**src/rtl/fq_pkg.sv**
```systemverilog
// Purpose: shared entry type, opcode constants and predecode helper for the fetch queue.
// Latency: none (types and constants only).
// Backpressure: none.
//
// Contents: fq_entry_t {pc, inst}, control-flow opcode values, OPC_MSB/OPC_LSB,
// is_ctrl_flow() predecode helper (only used when FQ_BRANCH_BREAK_EN is defined).
package fq_pkg;

  localparam int FQ_AW   = 12;
  localparam int FQ_IW   = 32;

  // Opcode field position within an instruction word.
  localparam int OPC_MSB = 31;
  localparam int OPC_LSB = 27;
  localparam int OPC_W   = OPC_MSB - OPC_LSB + 1;

  localparam logic [OPC_W-1:0] OPC_J   = 5'b00001;
  localparam logic [OPC_W-1:0] OPC_BNE = 5'b00010;
  localparam logic [OPC_W-1:0] OPC_JAL = 5'b00011;
  localparam logic [OPC_W-1:0] OPC_JR  = 5'b00100;
  localparam logic [OPC_W-1:0] OPC_BLT = 5'b00110;
  localparam logic [OPC_W-1:0] OPC_BEX = 5'b10110;

  typedef struct packed {
    logic [FQ_AW-1:0] pc;
    logic [FQ_IW-1:0] inst;
  } fq_entry_t;

  function automatic logic is_ctrl_flow(input logic [OPC_W-1:0] opc);
    return (opc == OPC_J)   || (opc == OPC_BNE) || (opc == OPC_JAL) ||
           (opc == OPC_JR)  || (opc == OPC_BLT) || (opc == OPC_BEX);
  endfunction

endpackage

```
**src/rtl/fq_ring.sv**
```systemverilog
// Purpose: DEPTH-entry circular buffer, 2 write ports and 2 read ports, with head/tail/count.
// Latency: write-to-read 1 cycle; reads are combinational from head/head+1.
// Backpressure: none internally; the writer must only enqueue when space exists.
//
// Ports: clock, reset (async, active-high), flush (sync clear of pointers/count),
//   enq_n (0..2 entries written at tail, tail+1), enq_a/enq_b (entries),
//   deq_n (0..2, clamped to entries available), rd_vld_a/b, rd_a/rd_b (head, head+1;
//   zero when not valid), count (occupancy).
module fq_ring
  import fq_pkg::*;
#(
  parameter int DEPTH = 8
) (
  input  logic                         clock,
  input  logic                         reset,
  input  logic                         flush,
  input  logic [1:0]                   enq_n,
  input  fq_entry_t                    enq_a,
  input  fq_entry_t                    enq_b,
  input  logic [1:0]                   deq_n,
  output logic                         rd_vld_a,
  output logic                         rd_vld_b,
  output fq_entry_t                    rd_a,
  output fq_entry_t                    rd_b,
  output logic [$clog2(DEPTH+1)-1:0]   count
);

  localparam int PW = $clog2(DEPTH);
  localparam int CW = $clog2(DEPTH+1);

  fq_entry_t        mem [DEPTH];
  logic [PW-1:0]    head;
  logic [PW-1:0]    tail;
  logic [PW-1:0]    head_p1;
  logic [PW-1:0]    tail_p1;
  logic [1:0]       avail;
  logic [1:0]       deq_eff;
  logic [CW-1:0]    count_nxt;

  // Modulo-DEPTH pointer advance; DEPTH need not be a power of two.
  function automatic logic [PW-1:0] ptr_add(input logic [PW-1:0] p, input logic [1:0] n);
    logic [PW:0] s;
    s = {1'b0, p} + {{(PW-1){1'b0}}, n};
    if (s >= (PW+1)'(DEPTH)) s = s - (PW+1)'(DEPTH);
    return s[PW-1:0];
  endfunction

  assign head_p1  = ptr_add(head, 2'd1);
  assign tail_p1  = ptr_add(tail, 2'd1);

  assign rd_vld_a = (count != '0);
  assign rd_vld_b = (count >= CW'(2));
  assign rd_a     = rd_vld_a ? mem[head]    : '0;
  assign rd_b     = rd_vld_b ? mem[head_p1] : '0;

  // Decode may never take more than is presented; clamp keeps the pointers sane if it does.
  assign avail     = rd_vld_b ? 2'd2 : {1'b0, rd_vld_a};
  assign deq_eff   = (deq_n > avail) ? avail : deq_n;
  assign count_nxt = count + CW'(enq_n) - CW'(deq_eff);

  always_ff @(posedge clock) begin
    if (!flush) begin
      if (enq_n >= 2'd1) mem[tail]    <= enq_a;
      if (enq_n >= 2'd2) mem[tail_p1] <= enq_b;
    end
  end

  always_ff @(posedge clock or posedge reset) begin
    if (reset) begin
      head  <= '0;
      tail  <= '0;
      count <= '0;
    end else if (flush) begin
      head  <= '0;
      tail  <= '0;
      count <= '0;
    end else begin
      head  <= ptr_add(head, deq_eff);
      tail  <= ptr_add(tail, enq_n);
      count <= count_nxt;
    end
  end

endmodule

```
**src/rtl/dual_fetch_queue.sv**
```systemverilog
// Purpose: 2-wide fetch stage; reads imem at pc/pc+1 and queues {pc,inst} pairs for decode.
// Latency: fetch-to-enqueue 0 cycles (imem on ~clock); enqueue-to-out_valid 1 cycle.
// Backpressure: fetch stalls while occupancy > DEPTH-2; decode pulls 0..2 via deq_count.
//
// Ports: clock, reset (async, active-high); address_imem_a/b, rden_a/b, q_imem_a/b (imem);
//   redirect_valid/redirect_pc (flush + refetch); deq_count (decode consumption);
//   out_valid_a/b, out_inst_a/b, out_pc_a/b (head, head+1); q_count (occupancy).
// Optional feature: define FQ_BRANCH_BREAK_EN to end a fetch pair after a control-flow
//   instruction in slot a (only slot a is enqueued, pc advances by 1).
module dual_fetch_queue
  import fq_pkg::*;
#(
  parameter int DEPTH = 8,
  // Entry layout comes from fq_pkg; these must match FQ_AW/FQ_IW.
  parameter int AW    = FQ_AW,
  parameter int IW    = FQ_IW
) (
  input  logic                         clock,
  input  logic                         reset,
  output logic [AW-1:0]                address_imem_a,
  output logic [AW-1:0]                address_imem_b,
  output logic                         rden_a,
  output logic                         rden_b,
  input  logic [IW-1:0]                q_imem_a,
  input  logic [IW-1:0]                q_imem_b,
  input  logic                         redirect_valid,
  input  logic [AW-1:0]                redirect_pc,
  input  logic [1:0]                   deq_count,
  output logic                         out_valid_a,
  output logic                         out_valid_b,
  output logic [IW-1:0]                out_inst_a,
  output logic [IW-1:0]                out_inst_b,
  output logic [AW-1:0]                out_pc_a,
  output logic [AW-1:0]                out_pc_b,
  output logic [$clog2(DEPTH+1)-1:0]   q_count
);

  localparam int CW = $clog2(DEPTH+1);

  logic [AW-1:0] pc;
  logic          fetch;
  logic [1:0]    enq_n;
  logic [1:0]    deq_n;
  fq_entry_t     enq_a;
  fq_entry_t     enq_b;
  fq_entry_t     rd_a;
  fq_entry_t     rd_b;

  // Occupancy is checked before this cycle's dequeue so two free slots are guaranteed.
  assign fetch          = !reset && !redirect_valid && (q_count <= CW'(DEPTH-2));
  assign rden_a         = fetch;
  assign rden_b         = fetch;
  assign address_imem_a = pc;
  assign address_imem_b = pc + AW'(1);

`ifdef FQ_BRANCH_BREAK_EN
  logic slot_a_cf;
  // A control-flow word in slot a closes the pair, so it is always the younger word.
  assign slot_a_cf = is_ctrl_flow(q_imem_a[OPC_MSB:OPC_LSB]);
  assign enq_n     = !fetch ? 2'd0 : (slot_a_cf ? 2'd1 : 2'd2);
`else
  assign enq_n     = fetch ? 2'd2 : 2'd0;
`endif

  assign enq_a = '{pc: address_imem_a, inst: q_imem_a};
  assign enq_b = '{pc: address_imem_b, inst: q_imem_b};
  assign deq_n = redirect_valid ? 2'd0 : deq_count;

  // pc advances by exactly the number of words enqueued.
  always_ff @(posedge clock or posedge reset) begin
    if (reset)               pc <= '0;
    else if (redirect_valid) pc <= redirect_pc;
    else                     pc <= pc + AW'(enq_n);
  end

  fq_ring #(.DEPTH(DEPTH)) u_ring (
    .clock    (clock),
    .reset    (reset),
    .flush    (redirect_valid),
    .enq_n    (enq_n),
    .enq_a    (enq_a),
    .enq_b    (enq_b),
    .deq_n    (deq_n),
    .rd_vld_a (out_valid_a),
    .rd_vld_b (out_valid_b),
    .rd_a     (rd_a),
    .rd_b     (rd_b),
    .count    (q_count)
  );

  assign out_inst_a = rd_a.inst;
  assign out_pc_a   = rd_a.pc;
  assign out_inst_b = rd_b.inst;
  assign out_pc_b   = rd_b.pc;

  a_deq_legal: assert property (@(posedge clock) disable iff (reset)
    {1'b0, deq_count} <= ({2'b0, out_valid_a} + {2'b0, out_valid_b}));

endmodule

```
**config.mk**
```make
export PLATFORM = sky130hd
export DESIGN_NAME = dual_fetch_queue
export DESIGN_NICKNAME = d
export VERILOG_FILES = /design/src/rtl/fq_pkg.sv /design/src/rtl/fq_ring.sv /design/src/rtl/dual_fetch_queue.sv
export SDC_FILE = /design/constraint.sdc
export NUM_CORES = 1
export LEC_CHECK = 0
export CAP_MARGIN = 15
export CORE_MARGIN = 5
export CORE_UTILIZATION = 35
export CTS_CLUSTER_SIZE = 14
export DETAILED_ROUTE_END_ITERATION = 16
export PLACE_DENSITY = 0.59
export SLEW_MARGIN = 10
export SYNTH_ARGS = -nofsm -noshare
export SYNTH_HDL_FRONTEND = slang
export SYNTH_HIERARCHICAL = 1
export SYNTH_SLANG_ARGS = --single-unit
```
**constraint.sdc**
```tcl
create_clock -name clock -period 5.5 [get_ports clock]
set_input_delay 0.825 -clock clock [delete_from_list [all_inputs] [get_ports clock]]
set_output_delay 0.825 -clock clock [all_outputs]
set_load 0.05 [all_outputs]
```
# [Word level (Yosys, flattened, before mapping)]
# Memories as Yosys holds them, arrays and structs flattened.
# Cells that the tools add are included.
[word_totals] register_bits=22 word_cells=51 memories=1 mem_bits_rw=352 out_inout_bits=120 inputBits=81
[op_classes] n_mux=20 n_reduce_logical=5 n_lt_le_gt_ge=9 add_sub_neg=12
[mem_list] name="u_ring.mem" words=8 word_bits=44 read_ports=2 rd_ports_with_merged_regs=0 write_ports=2 line_no="fq_ring.sv:31" text="fq_entry_t mem [DEPTH];"
[op_table] op="$mux W44" n=2
[op_table] op="$mux W3" n=6
[op_table] op="$ge A4 B4 Y1 const B" n=4
[op_table] op="$add A12 B1 Y12 const B" n=1
[op_table] op="$add A12 B2 Y12" n=1
[op_table] op="$mux W12" n=1
[op_table] op="$sub A3 B1 Y3 const B" n=4
[op_table] op="$add A3 B1 Y4 const B" n=2
[op_table] op="$add A3 B2 Y4" n=2
[op_table] op="$mux W2" n=4
[op_table] op="$mux W1" n=6
[op_table] op="$add A4 B2 Y4" n=1
[op_table] op="$ge A4 B2 Y1 const B" n=1
[op_table] op="$le A4 B3 Y1 const B" n=1
[op_table] op="$mux W4" n=1
[op_table] op="$reduce_bool A4 Y1" n=1
[op_table] op="$sub A4 B2 Y4" n=1
[op_table] op="$ge A2 B1 Y1 const B" n=1
[op_table] op="$ge A2 B2 Y1 const B" n=1
[op_table] op="$gt A2 B2 Y1" n=1
[op_table] op="$logic_and A1 B1 Y1" n=2
[op_table] op="$logic_not A1 Y1" n=2

# [Longest topological paths before layout]
# Gate-level depths: netlist of the first run.
[logic_depth] word_depth=8 ltp_mapped=14 depth_no_buf=14

# [Cells and area by module]
# Netlist of the first run, hierarchy kept.
[modules_own_cells] mod="fq_ring" area_per_inst_um2=20702.4 seq_area_each_um2=10820.4 instances=1 cells_per_inst=1157
[modules_own_cells] mod="dual_fetch_queue" area_per_inst_um2=833.3 seq_area_each_um2=300.3 instances=1 cells_per_inst=96

# [Worst setup path after synthesis of the first run]
# OpenSTA, ideal clock, no wires.
[synth_path] kind="input-to-reg" start="input redirect_valid" end="memory u_ring/mem[0][0] in the netlist's numbering, enable pin" arrival_ps=7768 n_path_buf=1 path_slack_ps=-2779 setup_ps=511 required_time_ps=4989 stages=4 path_cell_list="clkbuf_1 -> nor4_1 -> o21ai_0 -> o31ai_1"
[synth_rtl] item="start, declared" line_no="dual_fetch_queue.sv:26" text="input logic redirect_valid,"
[synth_rtl] item="end, declared" line_no="fq_ring.sv:31"

# [Worst setup path in the final report of the first run]
[layout_path] start="register u_ring.count[3]" end="output out_inst_b[5]"
[layout_via] elab_chain_len=2
[layout_rtl] item="start, declared" line_no="fq_ring.sv:25" text="output logic [$clog2(DEPTH+1)-1:0] count"
[layout_rtl] item="start signal, assigned" line_no="fq_ring.sv:80" text="count <= count_nxt;"
[layout_rtl] item="$ge A4 B2 Y1" line_no="fq_ring.sv:52" text="assign rd_vld_b = (count >= CW'(2));"
[layout_rtl] item="$mux W44" line_no="fq_ring.sv:54" text="assign rd_b = rd_vld_b ? mem[head_p1] : '0;"
[layout_rtl] item="end, declared" line_no="dual_fetch_queue.sv:32" text="output logic [IW-1:0] out_inst_b,"
# No other way between the ends.

==> results of run 1 <==
Yosys cell counts, drive strengths merged:
master | n | area share, %
mux2 | 355 | 19
edfxtp | 352 | 49
mux4 | 176 | 18
a22o | 88 | 3.6
buf | 69 | 1.8
clkbuf | 30 | 0.52
dfrtp | 22 | 2.6
ha | 15 | 0.87
nand2 | 15 | 0.27
nor2 | 14 | 0.24
inv | 13 | 0.23
nand3 | 12 | 0.37
nor2b | 12 | 0.35
xor2 | 12 | 0.58
o21ai | 10 | 0.23
xnor2 | 7 | 0.32
nor3 | 6 | 0.24
o31ai | 6 | 0.21
or4 | 6 | 0.21
nand4 | 5 | 0.27
fa | 4 | 0.37
a31oi | 3 | 0.087
nand2b | 3 | 0.087
o211ai | 3 | 0.10
a21oi | 2 | 0.046
and3 | 2 | 0.058
o21bai | 2 | 0.070
a21boi | 1 | 0.035
a21o | 1 | 0.035
a221o | 1 | 0.046
and2 | 1 | 0.029
clkinv | 1 | 0.017
conb | 1 | 0.017
nand3b | 1 | 0.035
nor4 | 1 | 0.029
o2bb2ai | 1 | 0.041
per-stage QoR:
step | instances | setup TNS, ns
6_report | 2269 | 0
4_1_cts | 2267 | 0
2_1_floorplan | 1256 | -75.51
3_3_place_gp | 2192 | 0
5_1_grt | 2269 | 0
3_5_place_dp | 2192 | 0
cell type report:
type	count	share of cell area [%]
clock buffers	47	4.11
clock inverters	28	0.967
flip-flops and latches	374	42.8
repair buffers	246	9.40
diodes	1	0.00962
well taps	790	3.80
inverters	14	0.202
multi-input cells	769	38.7
worst max-delay path, cell delays in order (launching register included):
cell	delay (ns)
dfrtp_1	0.41
inv_1	0.06
ha_1	0.19
nor2b_1	0.26
inv_1	0.15
and2_2	0.57
buf_4	0.57
a22o_1	0.31
clkdlybuf4s50_1	0.85
path summary, 6_finish.rpt:
kind / startpoint / to / slack, ns
setup / recovery: u_ring/count[3] / out_inst_b[5] / 0.69
hold / removal: u_ring/head[2] / u_ring/head[2] / 0.68
setup reg to reg: u_ring/count[2] / u_ring/count[3] / 1.87
hold reg to reg: u_ring/head[2] / u_ring/head[2] / 0.68
max in group asynchronous: reset / u_ring/head[1] / 4.42
min in group asynchronous: reset / u_ring/count[3] / 0.71
report_power, final:
part | internal, µW | switching, µW
logic | 2890 | 4390
clock network | 1590 | 1170
registers | 3330 | 152
total | 7800 | 5710
flip-flops by register name (all words and copies together) (netlist names):
register        flops
u_ring/tail         3
u_ring/mem        352
address_imem_a     12
u_ring/head         3
u_ring/count        4
metal layers:
layer / part of all wire (%) / wire length (µm) / vias up
met2: 50 / 33000 / 383
met5: 0.041 / 27 / -
met3: 5.4 / 3590 / 94
met1: 42 / 28200 / 7021
li1: - / - / 5640
met4: 2.5 / 1630 / 4
kinds of logic after synthesis:
family / count (synthesis)
xor+xnor: 19
fa+ha+maj: 19
compound gates: 118
flops: 374
buf+inv: 113
simple gates: 78
mux: 531
other cells: 1
==> flow_summary.toml, run 1 <==
[floorplan]
io_pins = 201
core_um2 = 61400
initial_utilization_pct = 35.1
die_w_um = 258
rows = 91
die_h_um = 258
dieArea_um2 = 66600

[cells_and_area]
multi_input_area_um2 = 10100
seq_area_um2 = 11100
layout_common_cells = "352 x edfxtp_1, 214 x mux2_2, 200 x clkdlybuf4s50_1"
syn_to_final_growth_pct = 20.8
layout_commonest_cell = "edfxtp_1"
design_area_um2 = 26000
finalNetCount = 1547
drive_above_1_share_pct = 35.6
final_util_pct = 42.4
num-fill-cells = 5451

[synthesis]
synthAdderAreaFrac_pct = 1.24
synth.distinct_cells = 47
synth-xor-area-share_pct = 0.895
synth_compound_area_share_pct = 4.49
syn_inst = 1253
avgSynthCellArea_um2 = 17.2
yosys.area_share.simple_pct = 2.20
synthMuxAreaShare_pct = 37.0
yosysSeqAreaShare_pct = 51.6
synth_top_family_by_area = "multiplexers"
ys_ff_latch = 374
synth_warnings = 6
synthesis.area_um2 = 21500

[timing]
finalSetupViolations = 0
setup_ws_ns = 0.687
worst_pin_slew_ns = 1.09
min_period_ns = 4.81
finalCritPeriodShare_pct = 87.5
rsz0062_at_grt = "no"
fmax_mhz = 208
timing.hold.ws_ns = 0.676
hold_viol_final = 0
slew_headroom_pct = 26.9
slew_violations = 0
clock_skew_ns = 0.0196

[clock_tree]
postCtsHoldBufs = 0
postCtsSetupRepairBufs = 0
clkTransAtPathRegs_ns = 0.06
cts.sinks = 374
ctsResizeCount = 0
root_buffer = "clkbuf_16"
numCtsBuffers = 42
insertion_delay_ns = 0.58
clockBufferDepth = 3
htree_num_levels = 2
cts_tree = "done"

[pwr]
powerDensity_nw_per_um2 = 520
power.total_uw = 13500
leakage_uw = 0.00846
ir_worst_vdd_v = 0.000409

[routing]
drt_iter0_drc = 958
avgViaCountPerCell = 5.79
firstDrtPassIters = 5
routedWlPerCell_um = 29.3
ant_nets = 0
drc = 0
num_vias = 13100
routed_wl_um = 66500

[setup_path]
cp-start-kind = "flip-flop"
worst_ep_arrival_time_ns = 3.99
endpoint_kind = "output pin"
rr_worst_depth = 13
critPathKind = "reg -> out"
path_max_fanout = 28
critPathRequiredTime_ns = 4.68

[grt]
globalRouteMet1Util_pct = 26.5
grt_max_degree = 97
grt_pass1_wl_um = 98300
antenna_found_initial = 3
grt_pass1_vias = 14400
gr-total-overflow = 0
use_met2_pct = 33.0
busiest_layer = "met2"
grtUsageMet3_pct = 3.47
gr-usage-all-layers_pct = 19.6

[placed_design]
place.gp.congestion = 0.774
portBuffers = 200
place_area_um2 = 24700
hpwl_um = 41000
pre_cts_ws_ns = 1.26

[worst_hold_path]
holdPathStages = 2
holdCritPathClass = "reg -> reg"

[flow_run]
max_cap_violations = 0

[run_status]
status = "completed"
No activity file was read; power rests on OpenSTA's default activity.
==> run 2, diff against run 1 <==
--- a/config.mk
+++ b/config.mk
@@ -10,7 +10,7 @@
 export CORE_UTILIZATION = 35
 export CTS_CLUSTER_SIZE = 14
 export DETAILED_ROUTE_END_ITERATION = 16
-export PLACE_DENSITY = 0.59
+export PLACE_DENSITY = 0.57
 export SLEW_MARGIN = 10
 export SYNTH_ARGS = -nofsm -noshare
 export SYNTH_HDL_FRONTEND = slang
==> constraint.sdc (replaced) <==
create_clock -name clock -period 4.9 [get_ports clock]
set_input_delay 0.735 -clock clock [delete_from_list [all_inputs] [get_ports clock]]
set_output_delay 0.735 -clock clock [all_outputs]
set_load 0.05 [all_outputs]
==> flow_summary.toml, run 2 (same netlist as run 1, synthesis figures left out) <==
[timing]
timing.hold.ws_ns = 0.653
rsz0062_at_grt = "no"
finalCritPeriodShare_pct = 96.2
min_period_ns = 4.71
worst_pin_slew_ns = 1.03
slew_headroom_pct = 30.8
finalSetupViolations = 0
finalSetupTns_ns = 0
clock_skew_ns = 0.0181
hold_viol_final = 0
slew_violations = 0
fmax_mhz = 212

[setup_path]
cp-start-kind = "flip-flop"
crit_chain = "ha_4 > xor2_1 > and2_2 > buf_4 > a22o_1 > clkdlybuf4s50_1"
worst_ep_arrival_time_ns = 3.98
max_stage_delay_ns = 0.82
cp_top_family = "buffers and inverters"
critPathKind = "reg -> out"
path_buf_inv = 2
slowest_stage = "and2_2"
path_max_fanout = 26
critPathRequiredTime_ns = 4.16
endpoint_kind = "output pin"

[grt]
grt_pass1_wl_um = 98200
antenna_found_initial = 2
grt_max_degree = 90
gr-total-overflow = 0
gr-usage-all-layers_pct = 19.8
grt_pass1_vias = 14100

[floorplan]
rows = 91
die_h_um = 258
io_pins = 201
initial_utilization_pct = 35.1
die_w_um = 258
dieArea_um2 = 66600
core_um2 = 61400

[pwr]
powerDensity_nw_per_um2 = 584
ir_worst_vdd_v = 0.000475
leakage_uw = 0.00846
power.total_uw = 15200

[cells_and_area]
finalNetCount = 1550
top_register = "u_ring/mem"
layout_common_cells = "352 x edfxtp_1, 214 x mux2_2, 198 x clkdlybuf4s50_1"
syn_to_final_growth_pct = 20.8
layout_commonest_cell = "edfxtp_1"
largest_reg_flops = 352
drive_above_1_share_pct = 35.3
num-fill-cells = 5425

[clock_tree]
root_buffer = "clkbuf_16"
insertion_delay_ns = 0.56
numCtsBuffers = 43
htree_num_levels = 2
clockBufferDepth = 3
postCtsHoldBufs = 0
cts_tree = "done"
postCtsSetupRepairBufs = 0
clkTransAtPathRegs_ns = 0.06
cts.sinks = 374
ctsResizeCount = 0

[placed_design]
portBuffers = 200
place.gp.congestion = 0.773
hpwl_um = 39100

[routing]
routed_wl_um = 67300
firstDrtPassIters = 5
avgViaCountPerCell = 5.85
drt_iter0_drc = 1047
routedWlPerCell_um = 29.6
drc = 0
ant_nets = 0
num_vias = 13300

[worst_hold_path]
holdCritPathClass = "in -> async"

[flow_run]
max_cap_violations = 0

[run_status]
status = "completed"
## run 2: cell types whose count changed in the layout (fill, tap and decap cells not counted), sizes merged
cell,previous run,this run
clkbuf,48,59
clkinv,22,15
buf,45,50
bufinv,4,2
clkdlybuf4s50,200,198
diode,1,2
## run 2: worst paths after layout
kind	to	depth (start not counted)	slack, ns	from
hold reg to reg	u_ring/head[2]	2	0.70	u_ring/head[2]
hold / removal	u_ring/count[1]	2	0.65	reset
min in group clock	u_ring/head[2]	2	0.70	u_ring/head[2]
max in group asynchronous	address_imem_a[8]	2	3.86	reset
setup / recovery	out_inst_b[8]	6	0.19	u_ring/head[0]
setup reg to reg	u_ring/count[3]	13	1.33	u_ring/count[3]
## run 2: metrics by stage
| step | instance area (µm²) | setup slack, ns | util (%) | cells |
|---|---|---|---|---|
| 6_report | 26000 | 0.185 | 42.4 | 2275 |
| 5_1_grt | 26000 | 0.00862 | 42.4 | 2274 |
| 3_5_place_dp | 24700 | 0.796 | 40.3 | 2195 |
| 4_1_cts | 26000 | 0.160 | 42.4 | 2273 |
| 3_3_place_gp | 24700 | 0.846 | 40.3 | 2195 |
| 2_1_floorplan | 21600 | -0.807 | - | 1256 |
## run 2: where the power goes
group	switching (µW)	internal, µW
sequential	168	3730
clock	1300	1770
combinational	4960	3260
## run 2: worst reg2reg max path, delay by kind of cell, from the launching register on
| family | cells | cell delay (ns) |
|---|---|---|
| simple gates | 2 | 0.82 |
| buf+inv | 2 | 0.14 |
| fa+ha+maj | 4 | 0.93 |
| compound gates | 4 | 0.81 |
| mux | 1 | 0.34 |
| flops | 1 | 0.42 |
## run 2: layout make-up
type,count,area (µm²),area share (%)
diodes,2,5.00,0.0192
clock buffers,59,1170,4.48
clock inverters,19,144,0.553
inverters,14,52.6,0.202
multi-input cells,769,10000,38.6
flip-flops and latches,374,11100,42.8
well taps,790,988,3.80
repair buffers,248,2490,9.59
## run 2: routing by layer
metal  wire, µm  share of wire (%)  vias up  global-route usage [%]
li1           -                  -     5666                       -
met1      29000                 43     7148                    27.4
met2      32800                 49      407                    33.0
met3       4130                6.1       81                    3.74
met4       1350                2.0        0                    4.30
met5          0                  0        -                       0
==> edit: new RTL, flow settings as in run 1 <==
`DEPTH` is set to 8 in 2 places; all go to 16.
--- a/src/rtl/fq_ring.sv
+++ b/src/rtl/fq_ring.sv
@@ -11,3 +11,3 @@
 #(
-  parameter int DEPTH = 8
+  parameter int DEPTH = 16
 ) (
--- a/src/rtl/dual_fetch_queue.sv
+++ b/src/rtl/dual_fetch_queue.sv
@@ -12,3 +12,3 @@
 #(
-  parameter int DEPTH = 8,
+  parameter int DEPTH = 16,
   // Entry layout comes from fq_pkg; these must match FQ_AW/FQ_IW.
Interface: changed (resized q_count); port bits go from 201 to 202. The function was not compared with the original's and may differ.
==> edit against run 1 <==
  * Global-route usage increased by 2.0 points
  * Design area increased by 90%
  * Power increased by 66%
  * Synthesized area increased by 99%
  * Setup slack got worse by 0.52 ns
  * Combinational power increased by 43%
  * Fmax decreased by 9.7%
  * Sequential cell count increased by 355
  * Wire length increased by 120%
  * Largest power group unchanged
  * Highest routed layer unchanged
==> edit: results (changes against run 1) <==
Global route:
- The via count of the first global-routing pass is 27400 (was 14400).
- The global-route met3 utilization is 3.66% (was 3.47%).
- The maximum number of pins on one net before global-route repair was 138 (was 97).
- The initial antenna violation count is 6 (was 3).
- The met2 capacity usage during global routing was 36.1% (was 33.0%).
- The global routing met1 resource utilization is 28.6% (was 26.5%).
- The first-pass GRT wire length is 204000 um (was 98300 um).

Cells and area:
- The area used by multi-input combinational logic was 0.0199 mm^2 (was 0.0101 mm^2).
- The count of sequential standard cells came to 729 (was 374).
- The total number of nets in the final design was 2747 (was 1547).
- The number of diodes added for antenna fixing is 5 (was 1).
- The relative area of clock buffers and inverters in the final design is 5.35% (was 5.08%).
- The layout buffer count excluding clock buffers was 287 (was 246).

Worst hold path:
- The worst hold path class is primary input to asynchronous set/reset pin (was flop to flop).

Clock tree:
- The clock buffer count from CTS is 83 (was 42).
- The level count of the clock H-tree came to 3 (was 2).
- The source-to-sink clock delay at the later pin of the worst-skew pair is 0.64 ns (was 0.58 ns).

Power:
- The leakage power figure came to 16.3 nW (was 8.46 nW).

Detailed routing:
- The routed length on met1 came to 57400 um (was 28200 um).
- The average wire per cell in the routed design is 33.2 um (was 29.3 um).
- The number of DRC markers in iteration 0 is 2824 (was 958).
- The met2 wire length is 69900 um (was 33000 um).
- The via density per instance is 6.02 (was 5.79).
- The met3 wirelength from detailed routing is 11100 um (was 3590 um).

Yosys:
- The synthesized-area fraction occupied by xor and xnor cells is 0.447% (was 0.895%).
- The multiplexer area fraction after synthesis came to 41.2% (was 37.0%).
- The post-synthesis sequential area ratio is 50.8% (was 51.6%).
- The compound-gate portion of the synthesized area came to 1.76% (was 4.49%).
- The fraction of registers with async set/reset is 3.43% (was 5.88%).
- The number of library cell types mapped by synthesis is 55 (was 47).
- Synth top cells by count: sky130_fd_sc_hd__mux2_2 (705), sky130_fd_sc_hd__edfxtp_1 (704), sky130_fd_sc_hd__mux4_2 (352), sky130_fd_sc_hd__mux2i_1 (176), sky130_fd_sc_hd__buf_2 (134) (was sky130_fd_sc_hd__edfxtp_1 (352), sky130_fd_sc_hd__mux2_2 (214), sky130_fd_sc_hd__mux4_2 (176), sky130_fd_sc_hd__mux2_1 (141), sky130_fd_sc_hd__a22o_1 (88)).
- The number of enable flip-flop cells after synthesis is 704 (was 352).

Status:
- Outcome: finished, final reports clean (unchanged).

Critical path:
- The termination of the worst setup path is out_pc_b[9] (was out_inst_b[5]).
- The delay of the slowest critical-path stage was 0.90 ns (was 0.85 ns).
- The reg2reg setup slack is 1.46 ns (was 1.87 ns).

Timing:
- The minimum hold slack is 0.671 ns (was 0.676 ns).

Place:
- The number of port buffers is 201 (was 200).
- The detailed placement HPWL is 80800 um (was 41000 um).
- The routability congestion estimate was 0.779 (was 0.774).
## edit: changes by cell type in the layout (fill, tap and decap cells not counted), sizes merged, moves of 13 or more
| cell | delta |
|---|---|
| a22o | -88 |
| mux4 | +176 |
| mux2 | +351 |
| buf | +41 |
| edfxtp | +352 |
| nor2 | +13 |
| clkbuf | +54 |
| mux2i | +176 |
| o22ai | +91 |
## edit: stage by stage
step | instance area [um^2] | utilization, % | std cells | setup WS [ns] | power, mW
5_1_grt | 49400 | 40.6 | 4332 | 0.00486 | 23.3
6_report | 49400 | 40.6 | 4337 | 0.170 | 22.5
2_1_floorplan | 42900 | - | 2556 | -0.383 | 13.7
3_3_place_gp | 46700 | 38.4 | 4183 | 0.863 | 17.0
4_1_cts | 49400 | 40.6 | 4332 | 0.168 | 22.6
3_5_place_dp | 46700 | 38.4 | 4183 | 0.866 | 17.1
## edit: report_power, final
part / switching [mW] / internal (mW)
logic: 6.20 / 4.18
clock network: 2.30 / 3.24
registers: 0.246 / 6.30
total: 8.74 / 13.7
